`src/rtl/hamming_rx_ctrl.sv`:
```
// Per-frame sequencer for the serial 15->11 Hamming receive path.
// Define HAM_ERR_CNT_EN to add the saturating err_count output.
module hamming_rx_ctrl #(
  parameter int CW_BITS = 15,
  parameter int DW_BITS = 11,
  parameter int SYN_W   = 4
) (
  input  logic             clk,
  input  logic             RST,
  input  logic             start,
  input  logic             in_valid,
  output logic             in_ready,
  input  logic [SYN_W-1:0] syndrome,
  output logic             rx_shift,
  output logic             dec_capture,
  output logic             tx_load,
  output logic             tx_shift,
  output logic             out_valid,
  input  logic             out_ready,
  output logic             out_last,
  output logic             busy,
  output logic             frame_done,
  output logic             err_flag
`ifdef HAM_ERR_CNT_EN
  ,
  output logic [15:0]      err_count
`endif
);

  localparam int CNT_W = $clog2(CW_BITS + 1);
  localparam logic [CNT_W-1:0] CW_LAST = CNT_W'(CW_BITS - 1);
  localparam logic [CNT_W-1:0] DW_LAST = CNT_W'(DW_BITS - 1);

  typedef enum logic [2:0] {
    IDLE,
    RECV,
    DECODE,
    LOAD,
    SEND
  } state_t;

  state_t           state_q, state_d;
  logic [CNT_W-1:0] cnt_q, cnt_d;
  logic             err_flag_q, err_flag_d;
  logic             frame_done_q, frame_done_d;
`ifdef HAM_ERR_CNT_EN
  logic [15:0]      err_count_q, err_count_d;
`endif

  always_comb begin
    state_d      = state_q;
    cnt_d        = cnt_q;
    err_flag_d   = err_flag_q;
    frame_done_d = 1'b0;
`ifdef HAM_ERR_CNT_EN
    err_count_d  = err_count_q;
`endif
    unique case (state_q)
      IDLE: begin
        if (start) begin
          state_d    = RECV;
          cnt_d      = '0;
          err_flag_d = 1'b0;
        end
      end
      RECV: begin
        if (in_valid) begin
          cnt_d = cnt_q + 1'b1;
          if (cnt_q == CW_LAST) begin
            state_d = DECODE;
          end
        end
      end
      DECODE: begin
        err_flag_d = |syndrome;
`ifdef HAM_ERR_CNT_EN
        // Saturate rather than wrap so a long error burst stays visible.
        if ((|syndrome) && (err_count_q != 16'hFFFF)) begin
          err_count_d = err_count_q + 16'd1;
        end
`endif
        state_d = LOAD;
      end
      LOAD: begin
        cnt_d   = '0;
        state_d = SEND;
      end
      SEND: begin
        if (out_ready) begin
          cnt_d = cnt_q + 1'b1;
          if (cnt_q == DW_LAST) begin
            state_d      = IDLE;
            frame_done_d = 1'b1;
          end
        end
      end
      default: begin
        state_d = IDLE;
      end
    endcase
  end

  always_ff @(posedge clk) begin
    if (RST) begin
      state_q      <= IDLE;
      cnt_q        <= '0;
      err_flag_q   <= 1'b0;
      frame_done_q <= 1'b0;
`ifdef HAM_ERR_CNT_EN
      err_count_q  <= 16'h0000;
`endif
    end else begin
      state_q      <= state_d;
      cnt_q        <= cnt_d;
      err_flag_q   <= err_flag_d;
      frame_done_q <= frame_done_d;
`ifdef HAM_ERR_CNT_EN
      err_count_q  <= err_count_d;
`endif
    end
  end

  // Strobes decode straight from the state flop; only the
  // handshake enables see the live valid/ready inputs.
  assign in_ready    = (state_q == RECV);
  assign rx_shift    = in_ready & in_valid;
  assign dec_capture = (state_q == DECODE);
  assign tx_load     = (state_q == LOAD);
  assign out_valid   = (state_q == SEND);
  assign tx_shift    = out_valid & out_ready;
  assign out_last    = out_valid && (cnt_q == DW_LAST);
  assign busy        = (state_q != IDLE);
  assign frame_done  = frame_done_q;
  assign err_flag    = err_flag_q;
`ifdef HAM_ERR_CNT_EN
  assign err_count   = err_count_q;
`endif

endmodule
```
`config.mk`:
```
export PLATFORM = sky130hd
export DESIGN_NAME = hamming_rx_ctrl
export DESIGN_NICKNAME = d
export VERILOG_FILES = /design/src/rtl/hamming_rx_ctrl.sv
export SDC_FILE = /design/constraint.sdc
export NUM_CORES = 1
export LEC_CHECK = 0
export ABC_AREA = 0
export ABC_CLOCK_PERIOD_IN_PS = 2500
export CORE_AREA = 2 2 39 41
export CTS_CLUSTER_SIZE = 30
export DETAILED_ROUTE_END_ITERATION = 7
export DIE_AREA = 0 0 41 43
export HOLD_SLACK_MARGIN = 0.03
export PLACE_DENSITY = 0.74
export SYNTH_ARGS = -nofsm -noshare
export SYNTH_HDL_FRONTEND = slang
export SYNTH_SLANG_ARGS = --single-unit
```
`constraint.sdc`:
```
create_clock -name clk -period 2.5 [get_ports clk]
set_clock_uncertainty 0.2 [all_clocks]
set_input_delay 0.5 -clock clk [delete_from_list [all_inputs] [get_ports clk]]
set_output_delay 0.5 -clock clk [all_outputs]
set_load 0.005 [all_outputs]
```
# Word level (Yosys, flattened, before mapping)
# Cells that the tools add are included.
[totals] n_memories=0 output_inout_bits=10 rom_bits=0 latch_bits=0 in_bits=9 mem_bits_rw=0 word_cells=43 ff_bits=9
[classes] order_cmp=0 add_sub_neg=1 n_mul=0 bitwise=4 shift=0 n_eq_ne=11 n_mux=13 reduce_logical=10 div=0
[ops] cell="4-bit one-hot mux with 4 select lines" n=1
[ops] cell="3-bit 2-to-1 mux" n=5
[ops] cell="3-bit one-hot mux with 5 select lines" n=1
[ops] cell="4-bit 2-to-1 mux" n=3
[ops] cell="4-bit equality test (second input constant)" n=2
[ops] cell="3-bit by 2-bit equality test with 1-bit output (second input constant)" n=2
[ops] cell="2-bit by 1-bit != test with 1-bit output (second input constant)" n=3
[ops] cell="5-bit AND reduction" n=1
[ops] cell="4-bit by 1-bit adder with 4-bit output (second input constant)" n=1
[ops] cell="2-bit != test (second input constant)" n=2
[ops] cell="4-bit AND reduction" n=1
[ops] cell="4-bit nonzero test" n=1
[ops] cell="4-bit OR reduction" n=1
[ops] cell="3-bit by 1-bit equality test with 1-bit output (second input constant)" n=1
[ops] cell="3-bit equality test (second input constant)" n=1
[ops] cell="3-bit zero test" n=1
[ops] cell="3-bit nonzero test" n=1
[ops] cell="3-bit OR reduction" n=1
[ops] cell="1-bit AND" n=2
[ops] cell="1-bit 2-to-1 mux" n=2
[ops] cell="1-bit inverter" n=2
[ops] cell="1-bit one-hot mux with 2 select lines" n=1
[ops] cell="2-bit AND reduction" n=1
[ops] cell="2-bit nonzero test" n=1
[ops] cell="1-bit logical AND" n=1

# Depth between registers and ports, before layout
# Gate-level depths: netlist of the first run.
[depth] word_depth=4 depth_mapped=6 ltp_nobuf=6

# Worst setup path before layout of the first run
# Ideal clock, no wire load.
[synth_timing] path_type="reg2out" start="register state_q[1]" end="output rx_shift" path_slack_ns=0.873 stages_incl_launch_ff=5 arrival_ns=0.927 required_ns=1.800 path_cell_list="dfxtp_1 > buf_2 > nand2b_1 > nor2_1 > and2_1"
[synth_via] elab_chain_len=2
[synth_rtl] item="start, declared" line="42" rtl="state_t state_q, state_d;"
[synth_rtl] item="start signal, assigned" line="113" rtl="state_q <= state_d;"
[synth_rtl] item="3-bit by 1-bit equality test with 1-bit output" line="125" rtl="assign in_ready = (state_q == RECV);"
[synth_rtl] item="net in_ready" line="12" rtl="output logic in_ready,"
[synth_rtl] item="1-bit AND" line="126" rtl="assign rx_shift = in_ready & in_valid;"
[synth_rtl] item="end, declared" line="14" rtl="output logic rx_shift,"
# The timed path passes the listed nets, and every way through them passes these cells.

# Worst setup path after layout of the first run
[layout_timing] start="register state_q[2]" end="output out_last"
[layout_via] elab_chain_len=2
[layout_rtl] item="3-bit equality test" line="129" rtl="assign out_valid = (state_q == SEND);"
[layout_rtl] item="1-bit logical AND" line="131" rtl="assign out_last = out_valid && (cnt_q == DW_LAST);"
[layout_rtl] item="end, declared" line="20" rtl="output logic out_last,"
# No other way between the ends.

==> flow_metrics.tcl, run 1 <==
set metrics [dict create \
    status "finished clean" \
    cts_buffers 3 \
    ys_ff_latch 9 \
    nets 97 \
    hold_viol 0 \
    swShare 0.258 \
    ant_nets 0 \
    clock.fmax_mhz 419 \
    coreArea_um2 1380 \
    crit_chain "nand2_1 > nor3_1 > clkdlybuf4s50_1" \
    cts.repair.resized 0 \
    num_antenna_cells 0 \
    grt_pass1_wl_um 1950 \
    initial_core_util 0.401 \
    power.density_nw_per_um2 418 \
    tns_ns 0 \
    postSynth.asyncResetShare 0 \
    layout_commonest_cell "clkdlybuf4s50_1" \
    final_cell_mix "18 x clkdlybuf4s50_1, 10 x nor2_1, 7 x dfxtp_1" \
    maxSlewHeadroom 0.716 \
    fillers 141 \
    ff_latch_area_um2 183 \
    synth_nets 78 \
    cts_tree "yes" \
    ys_top_cells_by_area "dfxtp_1 33%, nor2_1 7.4%, mux2i_1 5.4%" \
    cts_root_buffer "clkbuf_4" \
    drc 0 \
    setup_violations 0 \
    num_vias 561 \
    grt_pass1_vias 500 \
    ios 19 \
    drt-met1-wl_um 575 \
    clkSinkCount 9 \
    wl_per_cell_um 12.3 \
    syn_to_final_growth_pct 38.4 \
    fin_crit_sh 0.955 \
    path_max_fanout 12 \
    cts_setup_buffers 0 \
    yosysTopAreaCellShare 0.325 \
    rsz0062_at_grt "no" \
    critPathSlowestCell "dfxtp_1" \
    die_y_um 43 \
    switching_power_w 0.0000828 \
    synthesis.area_um2 554 \
    yosysSeqAreaShare 0.325 \
    rows 14 \
    routed_wl_um 1240 \
    dr.pass1.iters 4 \
    die_x_um 41 \
    cp-start-kind "flop" \
    die_area_um2 1760 \
    grtUsageTotal 0.160 \
    critical_path_arrival_ns 1.69 \
    drt_iter0_drc 10 \
    grt_overflow 0 \
    critPathKind "reg2out" \
    syn_area_per_cell_um2 8.27 \
    synth_warnings 0 \
    period_needed_ns 2.39 \
    drive_above_1_share 0.118 \
    p_leak_nw 0.279 \
    multiInputGateArea_um2 343 \
    syn_inst 67 \
    synth_edf_count 0 \
    gp_congestion 0.753 \
    path_clk_slew_ns 0.07 \
    wl_met3_um 63 \
    slew_viol_final 0 \
    combPwrFrac 0.164 \
    clock_latency_ns 0.26 \
    hold_path_class "reg2reg" \
    drt-vias-per-instance 5.55 \
    worst_pin_slew_ns 0.425 \
    met2WireLength_um 594 \
    dp_hpwl_um 914 \
    yosysUniqueCellTypes 30 \
    vdd_drop_max_mv 0.221 \
    antenna_found_initial 0 \
    highest_layer "met4" \
    critPathMaxStageDelay_ns 0.58 \
    critPathRequiredTime_ns 1.80 \
    grt_max_degree 13 \
    fin_util 0.554 \
    p_clk_frac 0.359 \
    htreeDepth 1 \
    yosysTopAreaCell "dfxtp_1" \
    internal_power_w 0.000238 \
    io_buffers 18 \
    clock_tree.buffer_depth 2 \
    holdBufCountCts 0 \
    synth-main-ff-cell "dfxtp_1" \
    max_cap_viol_count 0 \
    p_seq_frac 0.476 \
    endpoint_kind "primary output" \
]
[metal layers]
metal,vias up,GRT usage
li1,275,-
met1,268,0.194
met2,16,0.253
met3,2,0.0314
met4,0,0.0800
met5,-,0
[worst max-delay path: cells and delay by family, from the launching register on]
kind          cells  cell delay, ns
flops             1            0.58
simple gates      2            0.32
buf+inv           1            0.52
[power by group through the flow]
stage	sequential, W	clock, W	combinational (W)
after floorplan	0.000151	0	0.0000327
after global routing	0.000153	0.000128	0.0000583
after global placement	0.000155	0	0.0000514
final	0.000153	0.000115	0.0000527
after CTS	0.000152	0.000119	0.0000526
after detailed placement	0.000156	0	0.0000523
[layout make-up]
cell class | count | area share
flip-flops and latches | 9 | 0.238
inverters | 4 | 0.0196
well taps | 16 | 0.0261
clock buffers | 4 | 0.0343
multi-input cells | 50 | 0.447
repair buffers | 18 | 0.235
[worst paths after layout]
path	start	to	slack [ns]	cells after the start
worst min register to register	err_flag$_SDFFE_PP0P_	err_flag$_SDFFE_PP0P_	0.27	2
worst max-delay path	state_q[2]$_SDFFE_PP0P_	out_last	0.11	3
worst max register to register	state_q[2]$_SDFFE_PP0P_	cnt_q[2]$_SDFFE_PP0P_	0.70	4
worst min-delay path	err_flag$_SDFFE_PP0P_	err_flag$_SDFFE_PP0P_	0.27	2
[cells in the mapped netlist, types with 2 or more instances]
cell type and instances:
nor2_1 11, dfxtp_1 9, nor3_1 6, buf_2 3, inv_1 3, mux2i_1 3, nand2b_1 3, a21oi_1 2
a31oi_1 2, ha_1 2, nand2_1 2, nand3_1 2, o31ai_1 2
[cells by family after synthesis]
group           share of synthesized area
compound gates                      0.174
fa+ha+maj                          0.0451
buf+inv                            0.0609
simple gates                        0.325
xor+xnor                           0.0158
mux                                0.0542
flops                               0.325
[state kept, by name, indices dropped and copies added (netlist names)]
register / cells
state_q: 3
err_flag: 1
cnt_q: 4
frame_done: 1
[through the flow]
step / setup slack, ns / hold WS, ns / cells / cell area (um2) / power [W]
global route: 0.0332 / 0.309 / 101 / 767 / 0.000339
global placement: 0.112 / 0.267 / 97 / 736 / 0.000207
finish: 0.113 / 0.271 / 101 / 767 / 0.000321
detailed placement: 0.113 / 0.269 / 97 / 736 / 0.000208
CTS: 0.0244 / 0.278 / 101 / 762 / 0.000324
floorplan: 0.873 / 0.265 / 67 / 554 / 0.000183
No activity file was read; power rests on OpenSTA's default activity.
==> run 2, diff against run 1 <==
- ABC_CLOCK_PERIOD_IN_PS: 2500 -> 2900
- clock period: 2.5 -> 2.9 ns (I/O delays scaled with it)
==> flow_metrics.tcl, run 2 (same netlist as run 1, synthesis figures left out) <==
set metrics [dict create \
    grt_max_degree 13 \
    p_leak_nw 0.278 \
    drt_iter0_drc 4 \
    clkSinkCount 9 \
    path_clk_slew_ns 0.07 \
    die_area_um2 1760 \
    cts_buffers 3 \
    rsz0062_at_grt "no" \
    die_x_um 41 \
    gp_congestion 0.752 \
    initial_core_util 0.401 \
    cts_setup_buffers 0 \
    power.density_nw_per_um2 360 \
    reg_top3 "cnt_q: 4 flops, state_q: 3 flops" \
    layout_setup_ws_ns 0.353 \
    worst_pin_slew_ns 0.470 \
    met2WireLength_um 570 \
    maxSlewHeadroom 0.686 \
    dp_hpwl_um 908 \
    setup_violations 0 \
    drive_above_1_share 0.0824 \
    clock.fmax_mhz 393 \
    crit_chain "nor2_1 > nand2_1 > nor3_1 > clkdlybuf4s50_1" \
    clock_latency_ns 0.26 \
    nets 97 \
    critPathRequiredTime_ns 2.12 \
    cts_tree "yes" \
    top_register "cnt_q" \
    num_vias 534 \
    fin_crit_sh 0.878 \
    drt-met1-wl_um 564 \
    grt_overflow 0 \
    coreArea_um2 1380 \
    fin_cells 101 \
    dpl_worst_slack_ns 0.357 \
    tns_ns 0 \
    critPathKind "reg2out" \
    path_max_fanout 12 \
    cts_root_buffer "clkbuf_4" \
    slew_viol_final 0 \
    syn_to_final_growth_pct 37.5 \
    routed_wl_um 1210 \
    drc 0 \
    highest_layer "met4" \
    hold_path_class "reg2reg" \
    wl_met3_um 66 \
    grtUsageTotal 0.157 \
    status "finished clean" \
    grt_pass1_wl_um 1910 \
    ios 19 \
    drt-vias-per-instance 5.29 \
    htreeDepth 1 \
    fin_area_um2 762 \
    final_cell_mix "18 x clkdlybuf4s50_1, 11 x nor2_1, 9 x dfxtp_1" \
    dr.pass1.iters 4 \
    critical_path_arrival_ns 1.77 \
    antenna_found_initial 0 \
    wl_per_cell_um 11.9 \
    holdBufCountCts 0 \
    hold_viol 0 \
    die_y_um 43 \
    period_needed_ns 2.55 \
    cts.repair.resized 0 \
    num_antenna_cells 0 \
    critPathSlowestCell "clkdlybuf4s50_1" \
    r2r_slack_ns 1.13 \
    max_cap_viol_count 0 \
    placed_cell_area_um2 736 \
    largest_reg_flops 4 \
    vdd_drop_max_mv 0.167 \
    layout_commonest_cell "clkdlybuf4s50_1" \
    dp_cells 97 \
    critPathMaxStageDelay_ns 0.53 \
    grt_pass1_vias 486 \
    cp-start-kind "flop" \
    rows 14 \
    endpoint_kind "primary output" \
    io_buffers 18 \
    ant_nets 0 \
    clock_tree.buffer_depth 2 \
]
-- run 2: area by class of cell --
type	instances	area (um2)
Clock buffer	4	26.3
Timing Repair Buffer	18	180
Multi-Input combinational cell	50	340
Tap cell	16	20.0
Inverter	4	15.0
Fill cell	152	622
Sequential cell	9	180
-- run 2: final timing paths --
kind                                              start                     to  depth (start not counted)
worst max register to register  state_q[2]$_SDFFE_PP0P_  cnt_q[2]$_SDFFE_PP0P_                          4
worst min register to register    err_flag$_SDFFE_PP0P_  err_flag$_SDFFE_PP0P_                          2
worst min-delay path              err_flag$_SDFFE_PP0P_  err_flag$_SDFFE_PP0P_                          2
worst max-delay path            state_q[1]$_SDFFE_PP0P_               out_last                          4
-- run 2: stage by stage --
step	total power, W	hold WS [ns]	util
2_1_floorplan	0.000158	0.265	-
3_3_place_gp	0.000178	0.267	0.532
3_5_place_dp	0.000179	0.268	0.532
4_1_cts	0.000279	0.277	0.551
5_1_grt	0.000289	0.312	0.551
6_report	0.000274	0.274	0.551
-- run 2: critical path, delay by kind of cell (launching register included) --
kind          cells  cell delay [ns]
buf+inv           1             0.53
simple gates      3             0.54
flops             1             0.45
-- run 2: power breakdown --
| part | switching (W) | leakage (nW) | internal [W] |
|---|---|---|---|
| Sequential | 0.00000549 | 0.0729 | 0.000126 |
| Clock | 0.0000448 | 0.0150 | 0.0000530 |
| Combinational | 0.0000190 | 0.190 | 0.0000259 |
-- run 2: per-layer routing --
| metal | vias to the layer above | global-route usage |
|---|---|---|
| met5 | - | 0 |
| met4 | 0 | 0.0800 |
| met3 | 2 | 0.0314 |
| met2 | 14 | 0.244 |
| met1 | 242 | 0.194 |
| li1 | 276 | - |
